### config.mk
export PLATFORM = sky130hd
export DESIGN_NAME = cache_page_scheduler
export DESIGN_NICKNAME = d
export VERILOG_FILES = /design/src/rtl/cache_page_scheduler.sv
export SDC_FILE = /design/constraint.sdc
export NUM_CORES = 1
export LEC_CHECK = 0
export CAP_MARGIN = 20
export CORE_MARGIN = 2
export CORE_UTILIZATION = 35
export CTS_CLUSTER_SIZE = 10
export DETAILED_ROUTE_END_ITERATION = 16
export MAX_ROUTING_LAYER = met4
export PLACE_DENSITY = 0.88
export SYNTH_ARGS = -nofsm -noshare
export SYNTH_HDL_FRONTEND = slang
export SYNTH_SLANG_ARGS = --single-unit
### constraint.sdc
create_clock -name clk -period 4.5 [get_ports clk]
set_clock_uncertainty 0.2 [all_clocks]
set_input_delay 0.675 -clock clk [delete_from_list [all_inputs] [get_ports clk]]
set_output_delay 0.675 -clock clk [all_outputs]
set_load 0.05 [all_outputs]
### src/rtl/cache_page_scheduler.sv
// Round-robin page load/flush scheduler for the external-memory cache.
// Picks one pending page, hands a single transfer to the flash engine and acknowledges the page on completion.
module cache_page_scheduler #(
    parameter int PAGE_INDEX_ADDRESS_SIZE = 3,
    parameter int PAGE_NUMBER_SIZE        = 13,
    parameter int TIMEOUT_CYCLES          = 4096,
    localparam int PAGE_COUNT             = 1 << PAGE_INDEX_ADDRESS_SIZE
) (
    input  logic                                   clk,
    input  logic                                   rst,
    input  logic                                   enable,
    input  logic [PAGE_COUNT-1:0]                  pageRequestLoad,
    input  logic [PAGE_COUNT-1:0]                  pageRequestFlush,
    input  logic [PAGE_COUNT*PAGE_NUMBER_SIZE-1:0] pageLoadNumber,
    input  logic [PAGE_COUNT*PAGE_NUMBER_SIZE-1:0] pageFlushNumber,
    output logic [PAGE_COUNT-1:0]                  pageLoadDone,
    output logic [PAGE_COUNT-1:0]                  pageFlushDone,
    output logic                                   transfer_start,
    input  logic                                   transfer_ready,
    output logic                                   transfer_write,
    output logic [PAGE_INDEX_ADDRESS_SIZE-1:0]     transfer_pageIndex,
    output logic [PAGE_NUMBER_SIZE-1:0]            transfer_pageNumber,
    input  logic                                   transfer_done,
    output logic                                   cacheBusy,
    output logic                                   cacheRequestData,
    output logic                                   cacheStoreData,
    output logic                                   transferTimeout
);

    localparam int WD_W = (TIMEOUT_CYCLES > 1) ? $clog2(TIMEOUT_CYCLES) : 1;
    localparam logic [WD_W-1:0] WD_LAST = (TIMEOUT_CYCLES > 0) ? WD_W'(TIMEOUT_CYCLES - 1) : '0;

    typedef enum logic [1:0] {
        S_IDLE,
        S_ISSUE,
        S_WAIT,
        S_COMPLETE
    } state_t;

    state_t                               r_state;
    state_t                               w_next_state;
    logic [PAGE_INDEX_ADDRESS_SIZE-1:0]   r_rr_ptr;
    logic [PAGE_INDEX_ADDRESS_SIZE-1:0]   r_index;
    logic                                 r_write;
    logic [PAGE_NUMBER_SIZE-1:0]          r_number;
    logic [WD_W-1:0]                      r_wd_count;
    logic                                 r_req_data;
    logic                                 r_store_data;

    logic [PAGE_COUNT-1:0]                w_pending;
    logic                                 w_sel_found;
    logic [PAGE_INDEX_ADDRESS_SIZE-1:0]   w_sel_index;
    logic [PAGE_INDEX_ADDRESS_SIZE-1:0]   w_cand;
    logic                                 w_sel_write;
    logic [PAGE_NUMBER_SIZE-1:0]          w_sel_number;
    logic                                 w_accept;
    logic                                 w_timeout;
    logic                                 w_active_write;

    assign w_pending = pageRequestLoad | pageRequestFlush;

    // NOTE: every variable written in always_comb gets a default first so no latch is inferred.
    always_comb begin
        w_sel_found = 1'b0;
        w_sel_index = '0;
        w_cand      = '0;
        // Search starts just after the last accepted page; the index width wraps modulo PAGE_COUNT.
        for (int k = 1; k <= PAGE_COUNT; k++) begin
            w_cand = r_rr_ptr + PAGE_INDEX_ADDRESS_SIZE'(k);
            if (!w_sel_found && w_pending[w_cand]) begin
                w_sel_found = 1'b1;
                w_sel_index = w_cand;
            end
        end
    end

    assign w_sel_write  = pageRequestFlush[w_sel_index];
    assign w_sel_number = w_sel_write
                        ? pageFlushNumber[int'(w_sel_index) * PAGE_NUMBER_SIZE +: PAGE_NUMBER_SIZE]
                        : pageLoadNumber[int'(w_sel_index) * PAGE_NUMBER_SIZE +: PAGE_NUMBER_SIZE];

    assign w_accept  = (r_state == S_ISSUE) && transfer_ready;
    assign w_timeout = (TIMEOUT_CYCLES != 0) && (r_state == S_WAIT) && !transfer_done
                       && (r_wd_count == WD_LAST);

    always_comb begin
        w_next_state = r_state;
        case (r_state)
            S_IDLE: begin
                if (enable && w_sel_found)
                    w_next_state = S_ISSUE;
            end
            S_ISSUE: begin
                // An accept already seen by the engine cannot be withdrawn.
                if (transfer_ready)
                    w_next_state = S_WAIT;
                else if (!enable)
                    w_next_state = S_IDLE;
            end
            S_WAIT: begin
                if (transfer_done)
                    w_next_state = S_COMPLETE;
                else if (w_timeout)
                    w_next_state = S_IDLE;
            end
            S_COMPLETE: w_next_state = S_IDLE;
            default:    w_next_state = S_IDLE;
        endcase
    end

    assign w_active_write = (r_state == S_IDLE) ? w_sel_write : r_write;

    // NOTE: sequential state uses non-blocking assignments so all registers update from the same pre-edge values.
    always_ff @(posedge clk) begin
        if (rst) begin
            r_state      <= S_IDLE;
            r_rr_ptr     <= '1;
            r_index      <= '0;
            r_write      <= 1'b0;
            r_number     <= '0;
            r_wd_count   <= '0;
            r_req_data   <= 1'b0;
            r_store_data <= 1'b0;
        end else begin
            r_state <= w_next_state;
            if (r_state == S_IDLE && w_next_state == S_ISSUE) begin
                r_index  <= w_sel_index;
                r_write  <= w_sel_write;
                r_number <= w_sel_number;
            end
            if (w_accept) begin
                r_rr_ptr   <= r_index;
                r_wd_count <= '0;
            end else if (r_state == S_WAIT && r_wd_count != WD_LAST) begin
                r_wd_count <= r_wd_count + 1'b1;
            end
            r_req_data   <= (w_next_state != S_IDLE) && !w_active_write;
            r_store_data <= (w_next_state != S_IDLE) &&  w_active_write;
        end
    end

    assign transfer_start      = (r_state == S_ISSUE);
    assign transfer_write      = r_write;
    assign transfer_pageIndex  = r_index;
    assign transfer_pageNumber = r_number;
    assign cacheBusy           = (r_state != S_IDLE);
    assign cacheRequestData    = r_req_data;
    assign cacheStoreData      = r_store_data;
    assign transferTimeout     = w_timeout;
    assign pageLoadDone  = (r_state == S_COMPLETE && !r_write) ? (PAGE_COUNT'(1) << r_index) : '0;
    assign pageFlushDone = (r_state == S_COMPLETE &&  r_write) ? (PAGE_COUNT'(1) << r_index) : '0;

endmodule

Word level (Yosys, flattened, before mapping) --
Index checks and enable logic that the tools add are counted.
Cells by class: $add $sub $neg 8, reduce and logical (&&, ||, !) cells 31, multipliers 1, muxes and demuxes 44, bitwise operators 1, $lt $le $gt $ge 9, shifts and indexed selects 3, eq/ne operators 6, div/mod/pow operators 0
Operator list (count):
- $shiftx 104x32->13 | 1
- $shiftx 104x8->13 | 1
- $lt 3x4->1 const B | 9
- $bmux 1 s3 | 9
- $mux 3 | 8
- $mux 1 | 18
- $logic_and 1x1->1 | 17
- $mux 8 | 2
- $mux 13 | 1
- $add 12x1->12 const B | 1
- $add 3x3->3 const B | 4
- $eq 12x12->1 const B | 1
- $ne 12x12->1 const B | 1
- $logic_not 1->1 | 10
- $mux 2 | 5
- $or 8x8->8 | 1
- $pmux 2 s4 | 1
- $shl 1x3->8 const A | 1
- $mul 3x4->7 const B | 1
- $add 3x2->3 const B | 2
- $eq 2x1->1 const B | 2
- $eq 2x2->1 const B | 2
- $reduce_bool 2->1 | 2
- $add 3x1->3 const B | 1
- 2 further kinds | 2
Storage, ports and cells: input bits 229, memories kept 0, output and inout bits 38, register bits after elaboration 36, logic and storage cells 111, memory bits (writable) 0, latch bits 0, bits in read-only memories 0

Depth between registers and ports, before layout --
Gate-level depths: netlist of the first run.
word-level depth 30, depth in mapped cells 20, depth with buffers taken out 14

Worst setup path before layout of the first run --
OpenSTA, ideal clock, no wires.
path type reg-to-reg, start register r_rr_ptr[1], end register r_number[1], in the netlist transfer_pageNumber[1], slack -230 ps, stages on the path, launching flop included 18, clock period less this slack 4730 ps, path buffers 5, setup time 127 ps, arrival time 4403 ps, required time 4173 ps, cell sequence dfxtp_1 inv_1 clkbuf_1 ha_1 buf_2 inv_1 mux4_2 or4b_1 buf_4 nor4_1 o21a_1 buf_2 mux2i_1 buf_2 mux2_2 a32o_1 o31ai_1 a31oi_1
On the way: word-level cells in the longest chain between the ends 30, elaborated cells on any way between the ends 64, those cells by class add/sub (7); mul (1); eq/ne (1); shift (2); mux (37); reduce/logical (16)
Ends and longest elaborated chain:
- start, declared | line 42 | logic [PAGE_INDEX_ADDRESS_SIZE-1:0] r_rr_ptr;
- start signal, assigned | line 132 | r_rr_ptr <= r_index;
- branches (longest 30 deep; another with $add 3x1->3)
- end signal, assigned | line 129 | r_number <= w_sel_number;
- end, declared | line 45 | logic [PAGE_NUMBER_SIZE-1:0] r_number;
Parallel ways; which one is timed is not known. The select of a mux whose other input is x is not followed. A chain may end at the register's enable or synchronous reset.

Final worst setup path of the first run --
start input port pageRequestLoad[1], end register r_number[12], in the netlist transfer_pageNumber[12]
On the way: word-level cells in the longest chain between the ends 30, elaborated cells on any way between the ends 58, those cells by class mul (1); eq/ne (1); shift (2); mux (37); bitwise (1); reduce/logical (16)
Ends and longest elaborated chain:
- start, declared | line 12 | input logic [PAGE_COUNT-1:0] pageRequestLoad,
- $or 8x8->8 * | line 60 | assign w_pending = pageRequestLoad | pageRequestFlush;
- branches (longest 29 deep; another with $bmux 1 s3)
Every way passes the cells marked *. The select of a mux whose other input is x is not followed.

==> metrics list, run 1 <==
* Portion of netlist area occupied by mux cells: 24.8%
- Of the cells placed in the final design, the portion with a size suffix greater than 1 is 29.4%.
* Category of the most critical setup path: in2reg
- Dividing total power by cell area gives a power density of 296 mW/mm^2.
- Post-DR vias/cell: 5.64
- The final critical path takes up 97.6% of the cycle.
* Detailed placer's ending HPWL: 17.4 mm
- Across the VDD grid, the largest voltage drop is 0.000209 V.
- Measured on the finished design, the core utilization comes to 69.0%.
* Achievable clock frequency: 0.228 GHz
- Number of nets at the end of the flow: 1,176
- Remaining max-slew budget at the tightest pin: 33.9%
* Detailed-route wire length: 21.3 mm
* Synth-to-Final Area Change: 91.0%
- Number of H-tree levels: 2
* Minimum setup slack among reg-to-reg paths: 0.18 ns
* Gate Count Post-Synth: 587
* Leading cell type in the layout, fill and taps excluded: clkdlybuf4s50_1
* Share of flip-flops with an asynchronous set or reset: 0%
- Required arrival time at the worst endpoint: 4.50 ns
* Logic gate share of total power: 69.8%
- Summing the areas of all compound-gate instances in the mapped netlist gives 26.8% of the synthesized area.
- For the pin with the worst max-slew slack, the measured transition is 0.989 ns.
- The flow ran to the end, and the final reports show no timing, DRC or antenna violations.
- In this run the static leakage power is 3.37 nW.
- The number of antenna violations at the first check in global routing was 1.
- The pre-antenna-repair detailed-routing pass consisted of 5 iterations.
* Deepest clock path buffer count: 2
* Flops & latches, synth: 36
- Depth of the worst register-to-register path: 16
* Post-Synthesis Net Count: 819
- Met3 capacity usage during global routing: 3.76%
- Ports: 267
- After the first detailed-routing iteration, the DRC count stood at 501.
- Source-to-sink clock delay at the later pin of the worst-skew pair: 0.27 ns
* EDFF count, synth: 0
- The initialized floorplan defines 41 standard-cell rows.
- Synthesized area: 0.00458 sq mm
- Power dissipated by switching net loads: 1.04 mW
- Routability-driven placement finished with a final weighted congestion of 0.987.
* Largest family of logic cells by synthesized area: compound AO/OA/AOI/OAI gates
* TritonCTS clock tree: done
- Filler-free cell count of the finished design: 1,118
- Net switching is 40.1% of the power.
* Commonest cells after routing, fill and taps aside: clkdlybuf4s50_1 (250), buf_4 (113), nor2_1 (64), mux2_2 (56), nand2_1 (52)
- GRT met1 Usage: 34.8%
- Once detail routing completed, the nets flagged for antenna violations numbered 0.
- Synthesis instantiated 72 different standard cells from the library.
* Global Route met2 Usage: 51.9%
- Clock buffers created by TritonCTS: 5
- Subtracting the final worst setup slack from the clock period gives 4.39 ns.
- STA classifies the critical path endpoint as a flip-flop.
- Setup-failing EPs final: 0
* Starting density of the core: 36.1%
- Category of the worst setup path launch point: primary input
- Total congestion overflow after global routing: 0
- Global-route wire length before repair: 32.5 mm
* Drt wl/cell: 19.0 microns
- For this design, the sink count on the clock tree is 36.
- The root buffer cell chosen for the clock tree is clkbuf_16.
- At the worst endpoint, the arrival time is 4.40 ns.
- Quantity of hold-fixing buffers added after cts: 0
- The placed instances occupy a cell area of 0.00818 sq mm.
- met2 is the most crowded layer.
* Die ar.: 0.0140 sq mm
- The tool flagged a number of max-cap violations equal to 0.
* Class of the most critical hold timing path: reg2reg
- After clock tree synthesis, the clock-pin slew on the worst setup and hold paths is 0.06 ns.
- Routed via count: 6,307
- Vias in the first global route: 6,260
- The worst register-to-register path ends at transfer_pageNumber[12]$_SDFFE_PP0P_.
- Chip height: 118 microns
- Entering global routing, the biggest net connects 27 pins.
* Port Buffer Count: 266
- Maximum fanout encountered on the critical timing path: 7
- Main synth FF type: dfxtp_1
- Launch point of the worst path: pageRequestLoad[1]
* Residual DRC count: 0
* Internal portion of total power: 1.55 mW
- The clock network burns 15.4% of the power.
- Area share of xor/xnor cells in the synthesized design: 1.72%
* Reg-to-reg startpoint: r_rr_ptr[1]$_SDFFE_PP1P_
* Placeable Area: 0.0127 sq mm
- From left edge to right edge, the die measures 118 microns.
- The count of endpoints failing hold in the final timing report is 0.
* Final slew viol count: 0
- In this run the worst setup path terminates at transfer_pageNumber[12]$_SDFFE_PP0P_.
- During synthesis, Yosys emitted a total of 0 warnings.
- Final Instance Area: 0.00874 sq mm
- Sequential share of power: 14.8%
- Simple-gate portion of the synthesized area: 24.0%
* Adder-Cell Fraction of Synth Area: 0.820%
* Syn_area_per_cell: 7.80 sq um
- The design draws 2.58 mW.
* Post-placement cell count: 1,095
- Global routing used 29.7% of the available tracks across all layers.
- Share of synthesized area occupied by flip-flops and latches: 15.7%
## per-layer routing
layer	wire (microns)	vias up
met4	820	0
met1	8220	2961
met3	1430	59
met2	10800	330
li1	-	2957
met5	0	-
## worst min-delay path by stage
stage / slack [ns] / startpoint / cells past startpoint / endpoint
CTS: 0.28 / r_wd_count[1]$_SDFFE_PP0P_ / 2 / r_wd_count[1]$_SDFFE_PP0P_
global route: 0.30 / r_wd_count[5]$_SDFFE_PP0P_ / 2 / r_wd_count[5]$_SDFFE_PP0P_
floorplan: 0.25 / r_wd_count[1]$_SDFFE_PP0P_ / 2 / r_wd_count[1]$_SDFFE_PP0P_
finish: 0.28 / r_wd_count[1]$_SDFFE_PP0P_ / 2 / r_wd_count[1]$_SDFFE_PP0P_
detailed placement: 0.27 / r_wd_count[1]$_SDFFE_PP0P_ / 2 / r_wd_count[1]$_SDFFE_PP0P_
global placement: 0.26 / r_wd_count[1]$_SDFFE_PP0P_ / 2 / r_wd_count[1]$_SDFFE_PP0P_
## what timing repair did
item,CTS,global route
pin swaps,26,16
cloned,0,1
setup endpoints to repair,13,13
resized for setup,64,24
buffers inserted,8,5
## critical path: stages
cell and delay, ns:
dlygate4sd2_1 0.27, nor3_2 0.20, a21oi_2 0.08, mux4_2 0.48, or4b_4 0.50, buf_6 0.16
or4_4 0.49, a32oi_4 0.31, mux4_2 0.42, mux2_4 0.32, a311o_1 0.35, a31oi_1 0.14
## state kept, by name, summed over array words and instances, names as in the netlist
signal and cells:
cacheRequestData 1, cacheStoreData 1, r_rr_ptr 3, r_state 2, r_wd_count 12, transfer_pageIndex 3
transfer_pageNumber 13, transfer_write 1
## cell usage after synthesis, types with 15 or more instances
| cell | instances | area (sq um) |
|---|---|---|
| nor2_1 | 73 | 274 |
| mux2_2 | 56 | 631 |
| nand2_1 | 52 | 195 |
| a21oi_1 | 39 | 195 |
| dfxtp_1 | 36 | 721 |
| mux2i_1 | 24 | 240 |
| clkbuf_1 | 22 | 82.6 |
| nor3_1 | 19 | 95.1 |
| a31oi_1 | 16 | 100 |
| buf_2 | 16 | 80.1 |
| nand3_1 | 16 | 80.1 |
| o21ai_0 | 15 | 75.1 |
## layout make-up
type                            count  area (sq um)
Fill cell                         972          3930
Tap cell                          172           215
Multi-Input combinational cell    492          3860
Sequential cell                    36           723
Inverter                           15          56.3
Timing Repair Buffer              394          3720
Clock inverter                      3          42.5
Clock buffer                        5           125
Antenna cell                        1          2.50
## power by group through the flow
stage	Sequential [mW]	Combinational, mW	Clock, mW
final	0.382	1.80	0.398
after global routing	0.385	1.91	0.417
after CTS	0.380	1.72	0.402
after detailed placement	0.387	1.65	0
after global placement	0.386	1.64	0
after floorplan	0.477	0.813	0
## through the flow
step	setup WS [ns]	hold WS, ns	setup TNS (ns)
finish	0.107	0.278	0
global route	-0.0109	0.305	-0.0134
CTS	0.00971	0.279	0
detailed placement	-0.619	0.272	-7.17
global placement	-0.553	0.263	-6.05
floorplan	0.0316	0.254	0
## logic make-up (layout without fill, tap and decap cells)
logic type | after synthesis | in the layout
muxes | 94 | 94
other | 0 | 1
DFF | 36 | 36
buffers and inverters | 60 | 417
AOI/OAI and AO/OA | 166 | 166
adders and majority gates | 3 | 3
and+or+nand+nor | 219 | 220
xor gates and xnor gates | 9 | 9
Note: power is estimated with default switching activity, not from simulation.
==> run 2, diff against run 1 <==
--- a/config.mk
+++ b/config.mk
@@ -6,12 +6,14 @@
 export NUM_CORES = 1
 export LEC_CHECK = 0
 export CAP_MARGIN = 20
+export CELL_PAD_IN_SITES_DETAIL_PLACEMENT = 1
+export CELL_PAD_IN_SITES_GLOBAL_PLACEMENT = 1
 export CORE_MARGIN = 2
-export CORE_UTILIZATION = 35
+export CORE_UTILIZATION = 24
 export CTS_CLUSTER_SIZE = 10
 export DETAILED_ROUTE_END_ITERATION = 16
 export MAX_ROUTING_LAYER = met4
-export PLACE_DENSITY = 0.88
+export PLACE_DENSITY = 0.89
 export SYNTH_ARGS = -nofsm -noshare
 export SYNTH_HDL_FRONTEND = slang
 export SYNTH_SLANG_ARGS = --single-unit
==> metrics list, run 2 (same netlist as run 1, synthesis figures left out) <==
* Drt wl/cell: 21.0 microns (+10%)
* Leading cell type in the layout, fill and taps excluded: clkdlybuf4s50_1
* Depth of the worst register-to-register path: 16 (unchanged)
- The maximum VDD drop was 0.000147 V (-29%).
- The area growth from synthesis to layout is 94.7%.
- Data arrival time of the worst path: 4.42 ns (+0.02 ns)
- The final net count is 1,187 (+0.94%).
* Vias in the first global route: 6,783 (+8.4%)
- The reported max-cap violation count was 0 (unchanged).
- RSZ-0062 raised after global routing: true
- The final weighted congestion in routability-driven placement is 0.891 (-9.7%).
- The routed wire length was 25.1 mm (+18%).
- The overall power after layout is 2.65 mW (+2.4%).
- The maximum count of clock buffers along a single path was 2 (unchanged).
- Drt first pass iters: 5 (unchanged)
- Commonest cells after routing, fill and taps aside: clkdlybuf4s50_1 (250), buf_4 (123), nor2_1 (65), mux2_2 (56), nand2_1 (51)
- Category of the worst setup path capture point: flip-flop
* Routed via count: 6,329 (+0.35%)
- Starting DRT DRC Count: 305 (-39%)
- The total negative slack is 0 ns (unchanged).
- The total CTS buffers is 5 (unchanged).
- The count of input and output buffers is 266 (unchanged).
- The floorplan die width was 142 microns (+20%).
- The final count of pins violating max slew is 0 (unchanged).
* Remaining max-slew budget at the tightest pin: 57.9% (+24 points)
- Post-DR vias/cell: 5.31 (-5.9%)
- The count of final setup violators was 0 (unchanged).
- The top fanout value on the critical path was 16 (+9).
* Number of H-tree levels: 2 (unchanged)
- The die boundary height came to 142 microns (+20%).
- The count of boundary I/O pins is 267 (unchanged).
* Antenna violations before repair: 1 (unchanged)
- CTS Root Buffer Type: clkbuf_16
- The total number of clock tree sinks is 36 (unchanged).
* Post-route clock period utilization: 99.2% (+1.6 points)
- Worst hold path stage count: 2 (unchanged)
* Number of flip-flops under the largest register name: 13 (unchanged)
* Placeable Area: 0.0187 sq mm (+48%)
- STA classifies the critical path startpoint as a flip-flop.
- The effective utilization at floorplan is 24.5% (-12 points).
* Outcome: completed
- Category of the most critical setup path: reg2reg
- Total GRT Usage: 24.3% (-5.4 points)
- Largest net degree at the start of global routing: 24 (-11%)
- The count of endpoints failing hold in the final timing report was 0 (unchanged).
- The wire length of the first global-routing pass is 37.3 mm (+15%).
* Post-placement cell count: 1,163 (+6.2%)
- The area enclosed by the die boundary was 0.0202 sq mm (+44%).
- Time the final worst path needs with I/O delays and setup: 4.47 ns (+0.0730 ns)
- Residual DRC count: 0 (unchanged)
- The number of cell rows is 50 (+22%).
- Required arrival time at the worst endpoint: 4.45 ns (-0.05 ns)
* Total power divided by cell area: 297 mW/mm^2 (+0.48%)
- The residual overflow from global routing is 0 (unchanged).
* Clock-pin slew of the registers on the worst-case setup and hold paths: 0.06 ns (about the same)
- The maximum achievable frequency came to 0.224 GHz (-1.6%).
- TritonCTS built the clock tree.
- Detailed placer's ending HPWL: 20.4 mm (+17%)
- The slew at the pin closest to its max-slew limit was 0.630 ns (-0.359 ns).
- ANT nets after route: 0 (unchanged)
- The clock network latency to the later pin of the worst-skew pair was 0.28 ns (about the same).
- P_leak: 3.42 nW (+1.7%)
* Quantity of hold-fixing buffers added after cts: 0 (unchanged)
- Class of the most critical hold timing path: reg2reg
* Filler-free cell count of the finished design: 1,192 (+6.6%)
- Ratio of cells with drive above 1 in the final layout: 30.4% (+1.0 points)
run 2: cell count changes in the layout (fill, tap and decap cells not counted), sizes merged:
cell / change
buf: +12
clkbuf: +10
dlygate4sd2: -8
dlymetal6s2s: -2
diode: +1
nand2: -1
run 2: area by class of cell:
| type | count | area (sq um) |
|---|---|---|
| Clock inverter | 3 | 42.5 |
| Clock buffer | 5 | 125 |
| Antenna cell | 2 | 5.00 |
| Multi-Input combinational cell | 491 | 3860 |
| Fill cell | 2166 | 9790 |
| Tap cell | 234 | 293 |
| Timing Repair Buffer | 406 | 3810 |
| Inverter | 15 | 58.8 |
| Sequential cell | 36 | 723 |
run 2: worst paths after layout:
kind	endpoint	slack (ns)	from
setup reg to reg	transfer_pageNumber[3]$_SDFFE_PP0P_	0.03	r_rr_ptr[0]$_SDFFE_PP1P_
hold reg to reg	r_wd_count[1]$_SDFFE_PP0P_	0.28	r_wd_count[1]$_SDFFE_PP0P_
hold / removal	r_wd_count[1]$_SDFFE_PP0P_	0.28	r_wd_count[1]$_SDFFE_PP0P_
setup / recovery	transfer_pageNumber[3]$_SDFFE_PP0P_	0.03	r_rr_ptr[0]$_SDFFE_PP1P_
run 2: layer usage:
| metal | vias up | GRT usage (%) | wire length [microns] |
|---|---|---|---|
| li1 | 2973 | - | - |
| met5 | - | - | 0 |
| met3 | 55 | 3.80 | 1500 |
| met1 | 3026 | 28.2 | 9830 |
| met4 | 0 | 8.00 | 816 |
| met2 | 275 | 42.9 | 12900 |
run 2: through the flow:
step	utilization [%]	hold WS, ns	worst slack (ns)	area (sq um)
finish	47.6	0.277	0.0343	8910
global route	47.6	0.302	-0.119	8910
CTS	46.3	0.279	0.0125	8650
detailed placement	44.5	0.271	-0.682	8330
global placement	44.5	0.262	-0.631	8330
floorplan	-	0.254	0.0316	4600
run 2: worst max-delay path: stages (launching register included):
cell,delay [ns]
dfxtp_2,0.34
buf_6,0.14
buf_12,0.14
nor3_4,0.23
a21oi_2,0.08
mux4_2,0.49
or4b_4,0.61
nor3_4,0.28
a2bb2oi_4,0.23
nor2_4,0.06
mux2i_2,0.16
buf_4,0.15
mux4_2,0.54
buf_12,0.20
mux2i_1,0.14
o31ai_1,0.25
a31oi_1,0.08
run 2: power by group:
group / internal [mW] / total, mW / switching [mW]
registers: 0.352 / 0.381 / 0.0289
clock network: 0.261 / 0.407 / 0.147
logic: 0.951 / 1.86 / 0.909
run 2: what timing repair did:
item,4_1_cts,5_1_grt
gates resized for setup,40,69
endpoints found under the setup margin,14,14
hold endpoints to repair,0,0
pin swaps,14,10
buffers inserted,10,10
cloned,0,0
